==> src/rtl/digit_bounce_gen_pkg.sv <==
// rtl/digit_bounce_gen_pkg.sv - shared motion types and direction constants
//
// Package digit_motion_pkg
//   motion_state_t : FWD, REV and the two dwell states (used only when
//                    DIGIT_BOUNCE_DWELL_EN is defined)
//   DIR_FWD/DIR_REV: encoding of the dir output
package digit_motion_pkg;

  typedef enum logic [1:0] {
    FWD      = 2'd0,
    REV      = 2'd1,
    DWELL_HI = 2'd2,
    DWELL_LO = 2'd3
  } motion_state_t;

  localparam logic DIR_FWD = 1'b1;
  localparam logic DIR_REV = 1'b0;

endpackage

==> src/rtl/digit_bounce_gen_if.sv <==
// rtl/digit_bounce_gen_if.sv - control/position bundle of the bounce generator
//
// Signals
//   en      : level, motion runs while high
//   restart : one-cycle pulse, return to LOWER moving forward
//   coord   : COORD_W-bit digit x position
//   dir     : 1 = increasing, 0 = decreasing
//   tick    : one-cycle pulse on every step
//   at_edge : one-cycle pulse on the step that lands on a bound
// Modports
//   master : the controlling side (drives en/restart)
//   slave  : the generator
interface digit_bounce_gen_if #(
  parameter int COORD_W = 7
);

  logic               en;
  logic               restart;
  logic [COORD_W-1:0] coord;
  logic               dir;
  logic               tick;
  logic               at_edge;

  modport master (
    output en, restart,
    input  coord, dir, tick, at_edge
  );

  modport slave (
    input  en, restart,
    output coord, dir, tick, at_edge
  );

endinterface

==> src/rtl/digit_bounce_gen_step_tick_gen.sv <==
// rtl/digit_bounce_gen_step_tick_gen.sv - enable-gated clock divider producing a step strobe
//
// Ports
//   clk   : system clock
//   rst_n : synchronous reset, active-low
//   en    : count only while high
//   clr   : clear the count; suppresses step in the same cycle
//   step  : combinational one-cycle strobe, high in the cycle whose edge
//           consumes count CLK_DIV-1 so the consumer registers its update
//           on that same edge
module step_tick_gen #(
  parameter int CLK_DIV = 1800000
) (
  input  logic clk,
  input  logic rst_n,
  input  logic en,
  input  logic clr,
  output logic step
);

  localparam int           CNT_W = (CLK_DIV > 1) ? $clog2(CLK_DIV) : 1;
  localparam logic [CNT_W-1:0] LAST = CNT_W'(CLK_DIV - 1);

  logic [CNT_W-1:0] div_cnt_q;

  assign step = en & ~clr & (div_cnt_q == LAST);

  always_ff @(posedge clk) begin
    if (!rst_n) begin
      div_cnt_q <= '0;
    end else if (clr) begin
      div_cnt_q <= '0;
    end else if (en) begin
      div_cnt_q <= (div_cnt_q == LAST) ? '0 : div_cnt_q + 1'b1;
    end
  end

endmodule

==> src/rtl/digit_bounce_gen.sv <==
// rtl/digit_bounce_gen.sv - bouncing horizontal base coordinate for the digit renderer
//
// Moves coord between LOWER and UPPER one unit per step (CLK_DIV enabled
// clocks), reversing at each bound. Optional feature macro
// DIGIT_BOUNCE_DWELL_EN holds coord at each bound for DWELL_TICKS steps
// before reversing.
//
// Ports
//   clk   : system clock
//   rst_n : synchronous reset, active-low
//   bus   : digit_bounce_gen_if.slave (en, restart in; coord, dir, tick,
//           at_edge out, all outputs registered)
module digit_bounce_gen
  import digit_motion_pkg::*;
#(
  parameter int CLK_DIV     = 1800000,
  parameter int LOWER       = 0,
  parameter int UPPER       = 80,
  parameter int COORD_W     = 7,
  parameter int DWELL_TICKS = 8
) (
  input  logic             clk,
  input  logic             rst_n,
  digit_bounce_gen_if.slave bus
);

  localparam logic [COORD_W-1:0] LO_C = COORD_W'(LOWER);
  localparam logic [COORD_W-1:0] HI_C = COORD_W'(UPPER);
  // Degenerate range: coord is pinned, only tick keeps running.
  localparam bit FLAT = (LOWER == UPPER);

  if (CLK_DIV < 2 || UPPER < LOWER || UPPER >= (2 ** COORD_W) || DWELL_TICKS < 1)
  begin : g_cfg_check
    $error("digit_bounce_gen: illegal parameter set");
  end

  logic               step;
  motion_state_t      state_q;
  logic [COORD_W-1:0] coord_q;
  logic               dir_q;
  logic               tick_q;
  logic               at_edge_q;
  logic [COORD_W-1:0] coord_up_d;
  logic [COORD_W-1:0] coord_dn_d;

`ifdef DIGIT_BOUNCE_DWELL_EN
  localparam int DW_W = (DWELL_TICKS > 1) ? $clog2(DWELL_TICKS) : 1;
  localparam logic [DW_W-1:0] DW_LAST = DW_W'(DWELL_TICKS - 1);
  logic [DW_W-1:0] dwell_q;
`endif

  step_tick_gen #(
    .CLK_DIV (CLK_DIV)
  ) u_step (
    .clk   (clk),
    .rst_n (rst_n),
    .en    (bus.en),
    .clr   (bus.restart),
    .step  (step)
  );

  assign coord_up_d = coord_q + 1'b1;
  assign coord_dn_d = coord_q - 1'b1;

  always_ff @(posedge clk) begin
    if (!rst_n) begin
      state_q   <= FWD;
      coord_q   <= LO_C;
      dir_q     <= DIR_FWD;
      tick_q    <= 1'b0;
      at_edge_q <= 1'b0;
`ifdef DIGIT_BOUNCE_DWELL_EN
      dwell_q   <= '0;
`endif
    end else begin
      tick_q    <= 1'b0;
      at_edge_q <= 1'b0;
      if (bus.restart) begin
        state_q <= FWD;
        coord_q <= LO_C;
        dir_q   <= DIR_FWD;
`ifdef DIGIT_BOUNCE_DWELL_EN
        dwell_q <= '0;
`endif
      end else if (step) begin
        tick_q <= 1'b1;
        case (state_q)
          FWD: begin
            if (!FLAT) begin
              coord_q <= coord_up_d;
              if (coord_up_d == HI_C) begin
                at_edge_q <= 1'b1;
                dir_q     <= DIR_REV;
`ifdef DIGIT_BOUNCE_DWELL_EN
                state_q   <= DWELL_HI;
`else
                state_q   <= REV;
`endif
              end
            end
          end
          REV: begin
            coord_q <= coord_dn_d;
            if (coord_dn_d == LO_C) begin
              at_edge_q <= 1'b1;
              dir_q     <= DIR_FWD;
`ifdef DIGIT_BOUNCE_DWELL_EN
              state_q   <= DWELL_LO;
`else
              state_q   <= FWD;
`endif
            end
          end
`ifdef DIGIT_BOUNCE_DWELL_EN
          // Held steps: coord and dir already reflect the bound reached.
          DWELL_HI: begin
            if (dwell_q == DW_LAST) begin
              dwell_q <= '0;
              state_q <= REV;
            end else begin
              dwell_q <= dwell_q + 1'b1;
            end
          end
          DWELL_LO: begin
            if (dwell_q == DW_LAST) begin
              dwell_q <= '0;
              state_q <= FWD;
            end else begin
              dwell_q <= dwell_q + 1'b1;
            end
          end
`endif
          default: begin
            state_q <= FWD;
            dir_q   <= DIR_FWD;
          end
        endcase
      end
    end
  end

  assign bus.coord   = coord_q;
  assign bus.dir     = dir_q;
  assign bus.tick    = tick_q;
  assign bus.at_edge = at_edge_q;

endmodule

==> src/flat_wrapper.sv <==
// flat-port wrapper written by rule: the top's interface ports become plain ports
module digit_bounce_gen_flat import digit_motion_pkg::*;
#(
  parameter int CLK_DIV     = 1800000,
  parameter int LOWER       = 0,
  parameter int UPPER       = 80,
  parameter int COORD_W     = 7,
  parameter int DWELL_TICKS = 8
)
  (clk, rst_n, bus_en, bus_restart, bus_coord, bus_dir, bus_tick, bus_at_edge);
  digit_bounce_gen_if #(.COORD_W(COORD_W)) bus_i ();
  input  logic clk;
  input  logic rst_n;
  input wire logic [$bits(bus_i.en)-1:0] bus_en;
  input wire logic [$bits(bus_i.restart)-1:0] bus_restart;
  output wire logic [$bits(bus_i.coord)-1:0] bus_coord;
  output wire logic [$bits(bus_i.dir)-1:0] bus_dir;
  output wire logic [$bits(bus_i.tick)-1:0] bus_tick;
  output wire logic [$bits(bus_i.at_edge)-1:0] bus_at_edge;
  assign bus_i.en = bus_en;
  assign bus_i.restart = bus_restart;
  assign bus_coord = bus_i.coord;
  assign bus_dir = bus_i.dir;
  assign bus_tick = bus_i.tick;
  assign bus_at_edge = bus_i.at_edge;
  digit_bounce_gen #(.CLK_DIV(CLK_DIV), .LOWER(LOWER), .UPPER(UPPER), .COORD_W(COORD_W), .DWELL_TICKS(DWELL_TICKS)) u_core (.clk(clk), .rst_n(rst_n), .bus(bus_i));
endmodule
==> config.mk <==
export PLATFORM = sky130hd
export DESIGN_NAME = digit_bounce_gen_flat
export DESIGN_NICKNAME = d
export VERILOG_FILES = /design/src/rtl/digit_bounce_gen_pkg.sv /design/src/rtl/digit_bounce_gen_if.sv /design/src/rtl/digit_bounce_gen_step_tick_gen.sv /design/src/rtl/digit_bounce_gen.sv /design/src/flat_wrapper.sv
export SDC_FILE = /design/constraint.sdc
export NUM_CORES = 1
export LEC_CHECK = 0
export CORE_MARGIN = 10
export CORE_UTILIZATION = 60
export CTS_BUF_LIST = sky130_fd_sc_hd__clkbuf_2 sky130_fd_sc_hd__clkbuf_4 sky130_fd_sc_hd__clkbuf_8
export DETAILED_ROUTE_END_ITERATION = 10
export PLACE_DENSITY = 0.88
export RECOVER_POWER = 25
export SETUP_SLACK_MARGIN = 0.1
export SYNTH_ARGS = -nofsm -noshare
export SYNTH_HDL_FRONTEND = slang
export SYNTH_SLANG_ARGS = --single-unit
==> constraint.sdc <==
create_clock -name clk -period 3.4 [get_ports clk]
set_input_delay 0.68 -clock clk [delete_from_list [all_inputs] [get_ports clk]]
set_output_delay 0.68 -clock clk [all_outputs]
set_load 0.005 [all_outputs]
# After elaboration in Yosys (flattened, before gate mapping)
# Cells that the tools add are included.
# word_totals
reg_bits	33
out_inout_bits	10
elab_cells	38
inputBits	4
# classes
n_mux	12
eq_ne	5
bitwise_logic	5
n_addsub	3
reduce_logical	7
# op_table
operator	n
21-bit by 1-bit adder with 21-bit output, second input constant	1
21-bit == test, second input constant	1
21-bit two-way mux	1
7-bit case mux with 2 select lines	1
7-bit by 1-bit adder with 7-bit output, second input constant	1
7-bit == test, second input constant	1
7-bit logical NOT	1
7-bit by 1-bit subtractor with 7-bit output, second input constant	1
1-bit two-way mux	5
2-bit two-way mux	2
2-bit by 1-bit != test with 1-bit output, second input constant	2
1-bit case mux with 2 select lines	2
2-bit case mux with 2 select lines	1
1-bit inverter	3
3-bit AND reduction	1
3-bit OR reduction	1
1-bit bitwise AND	2
2-bit by 1-bit == test with 1-bit output, second input constant	1
2-bit logical NOT	1
2-bit AND reduction	1
2-bit nonzero test	1
2-bit OR reduction	1

# Longest topological paths before layout
# depth
word_depth	5
depth_mapped	8
depth_no_buf	7

# By module
# From an unflattened synthesis, not the netlist that was laid out.
# unflattened
cells_unflattened	194
area_unflattened_um2	1695.4
# modules_own_cells
mod	instances	cells_per_inst	seq_area_each_um2	area_per_inst_um2
step_tick_gen	1	117	420.4	1028.5
digit_bounce_gen	1	77	220.2	666.9

# Worst setup path after synthesis
# Ideal clock, no wire load.
# synth_path
kind	input port to flip-flop
from	in bus_en
to	reg u_core.u_step.div_cnt_q[0]
t_arrival_ps	2256
setup_time_ps	115
path_slack_ps	1030
n_path_buf	3
path_stages	8
required_time_ps	3285
path_cell_list	buf_4 > nand4_4 > or4_4 > buf_6 > or3_1 > nand2_1 > buf_4 > nor2_1
# synth_rtl
element	line_no	rtl
start, declared	flat_wrapper.sv:14	input wire logic [$bits(bus_i.en)-1:0] bus_en;
end signal, assigned	digit_bounce_gen_step_tick_gen.sv:34	div_cnt_q <= (div_cnt_q == LAST) ? '0 : div_cnt_q + 1'b1;
end, declared	digit_bounce_gen_step_tick_gen.sv:24	logic [CNT_W-1:0] div_cnt_q;

==> impl_metrics.tcl <==
set metrics [dict create \
    maxCapViolations 0 \
    cp_data_required_time_ns 3.61 \
    rsz0062_at_grt "no" \
    ys_seq_elements 32 \
    outcome "finished, final reports clean" \
    pin_count 14 \
    core_area_um2 2781 \
    worstHoldPathType "reg -> reg" \
    finalSetupTns_ns 0 \
    post_cts_resized 0 \
    post-route-min-period_ns 2.681 \
    ys_warn_count 0 \
    hold_violations 0 \
    p_leak_nw 0.6819 \
    synth.yosys.seq_area_share_pct 36.31 \
    netlist_instances 207 \
    grt_max_degree 22 \
    synth_edf_count 0 \
    whs_ns 0.5393 \
    synth_ff_type "dfxtp_1" \
    synth_area_leaders "dfxtp_1, nor2_1, xor2_1" \
    p_clk_share_pct 37.7 \
    slew_headroom_pct 47.99 \
    synth_cell_types 42 \
    regArea_um2 640.6 \
    wl_per_cell_um 14.94 \
    antenna_found_initial 0 \
    numCtsBuffers 5 \
    p_comb_share_pct 2.6 \
    dpl.hpwl_mm 2.745 \
    htree_levels 2 \
    netlist_area_um2 1764 \
    start_util_pct 63.43 \
    synth_top_cell_area_share_pct 36.31 \
    max_freq_ghz 0.3730 \
    critical_path_buf_inv_count 2 \
    skew_ns 0.005331 \
    die_width_um 74.23 \
    avgSynthCellArea_um2 8.523 \
    postRouteWirelength_mm 3.719 \
    dr.pass1.iters 4 \
    reg2reg_slack_ns 1.19 \
    die_h_um 74.23 \
    rows 19 \
    synth_top_area_cell "dfxtp_1" \
    syn_to_final_growth_pct 10.57 \
    root_buffer "clkbuf_4" \
    post-cts-setup-buffer-count 0 \
    gp_congestion 0.9081 \
    slew_viol_final 0 \
    total_power_mw 0.6303 \
    grt_pass1_vias 1452 \
    cellInternalPower_mw 0.4999 \
    drc 0 \
    crit_fanout 21 \
    critPathArrivalTime_ns 2.90 \
    port_buffers 13 \
    diodes 0 \
    crit_slowest_cell "clkdlybuf4s50_1" \
    fin_nets 225 \
    min_period_over_period_pct 78.85 \
    cts.sinks 32 \
    ir_drop_uv 361.6 \
    synthArstFlopShare_pct 0 \
    crit_type "in -> reg" \
    dieArea_um2 5509 \
    ant_nets 0 \
    cp_top_family "simple AND/OR/NAND/NOR gates" \
    clk_pin_slew_ns 0.09 \
    crit_chain "clkdlybuf4s50_1, nand4_4, or4_4, or3_1, nand2_1, buf_4, nor2_1" \
    p_sw_mw 0.1304 \
    insertion_delay_ns 0.33 \
    p_sw_share_pct 20.69 \
    dr_total_vias 1518 \
    fillers 213 \
    cp-start-kind "primary input" \
    cts.path.max_buffers 2 \
    grt_usage_pct 14.18 \
    p_per_area_nw_per_um2 323.1 \
    critPathMaxStageDelay_ns 0.64 \
    post_drt_via_cell_ratio 6.096 \
    seq_power_share_pct 59.7 \
    gr-total-overflow 0 \
    setup_viol 0 \
    ctsHoldBuffers 0 \
    drt_iter0_drc 97 \
    drive_above_1_share_pct 7.339 \
    end_kind "flop" \
    tightest_slew_ns 0.7741 \
    synth_fp_nets 215 \
    cts_tree "built" \
    multiInputGateArea_um2 1049 \
    grt_pass1_wl_mm 6.382 \
]
==> cells in the final DEF, fill, tap and decap left out, types with 5 or more instances in the layout <==
master,instances
nand3_1,8
and3_1,5
nor3_1,5
dlygate4sd3_1,10
nor2_1,38
nand2_1,13
dfxtp_1,32
xor2_1,15
clkbuf_4,7
nand4_1,9
xnor2_1,12
==> cell families (layout without fill, tap and decap cells) <==
| group | after synthesis | after routing | share of synthesized area, % |
|---|---|---|---|
| compound gates | 15 | 15 | 6.525 |
| xor+xnor | 27 | 27 | 13.40 |
| fa+ha+maj | 4 | 4 | 2.837 |
| buf+inv | 15 | 26 | 4.255 |
| flops | 32 | 32 | 36.31 |
| mux | 3 | 3 | 1.702 |
| simple gates | 111 | 111 | 34.96 |
==> path summary, 6_finish.rpt <==
kind,from,to,depth (start not counted)
min reg2reg,u_core.u_step.div_cnt_q[20],u_core.u_step.div_cnt_q[20],2
max,bus_en,u_core.u_step.div_cnt_q[18],7
max reg2reg,u_core.u_step.div_cnt_q[0],u_core.u_step.div_cnt_q[18],7
min,u_core.u_step.div_cnt_q[20],u_core.u_step.div_cnt_q[20],2
==> cells in the mapped netlist (all sizes together) (3+ instances only) <==
cell type / instances
nand4: 10
clkbuf: 8
xnor2: 12
inv: 3
nand3b: 3
dfxtp: 32
mux2i: 3
or4: 3
nor2: 38
ha: 4
or3: 3
nand2b: 4
xor2: 15
and3: 5
nor4: 4
nor3: 6
nor4b: 3
nand3: 8
nand2: 13
buf: 4
a21oi: 4
==> area by class of cell <==
cell class	instances	share of cell area [%]
well taps	31	1.988
inverters	3	0.5773
clock buffers	8	3.400
multi-input cells	160	53.75
flip-flops and latches	32	32.84
repair buffers	15	7.441
==> metrics by stage <==
stage,utilization (%),std cells,area (um^2),worst slack (ns)
5_1_grt,70.13,249,1951,0.6070
4_1_cts,70.13,249,1951,0.7257
3_3_place_gp,67.75,241,1884,0.4535
2_1_floorplan,-,207,1764,1.030
3_5_place_dp,67.75,241,1884,0.3788
6_report,70.13,249,1951,0.7191
==> worst register-to-register path: stages (launching register included) <==
cell and delay, ns:
dfxtp_1 0.41, ha_1 0.22, nand2_1 0.11, or4_4 0.56, or3_1 0.41, nand2_1 0.08, buf_4 0.23, nor2_1 0.09
==> power by group through the flow <==
stage	sequential (mW)	clock, mW	combinational [mW]
2_1_floorplan	0.385	0	0.0112
3_3_place_gp	0.385	0	0.0155
3_5_place_dp	0.385	0	0.0163
4_1_cts	0.376	0.245	0.0163
5_1_grt	0.377	0.259	0.0179
6_report	0.376	0.238	0.0163
==> sequential cells by signal, indices dropped and copies added, names as in the netlist <==
signal	cells
u_core.state_q	1
u_core.bus.coord	7
u_core.bus.at_edge	1
u_core.bus.tick	1
u_core.bus.dir	1
u_core.u_step.div_cnt_q	21
==> routing by layer <==
layer	vias up	part of all wire (%)	wire length (um)	track usage, %
met4	0	1.7	65	7.724
li1	741	-	-	-
met2	26	54	2000	25.76
met3	7	3.8	143	3.723
met5	-	0	0	0
met1	744	41	1510	14.45
Power figures use the tool's default switching activity.
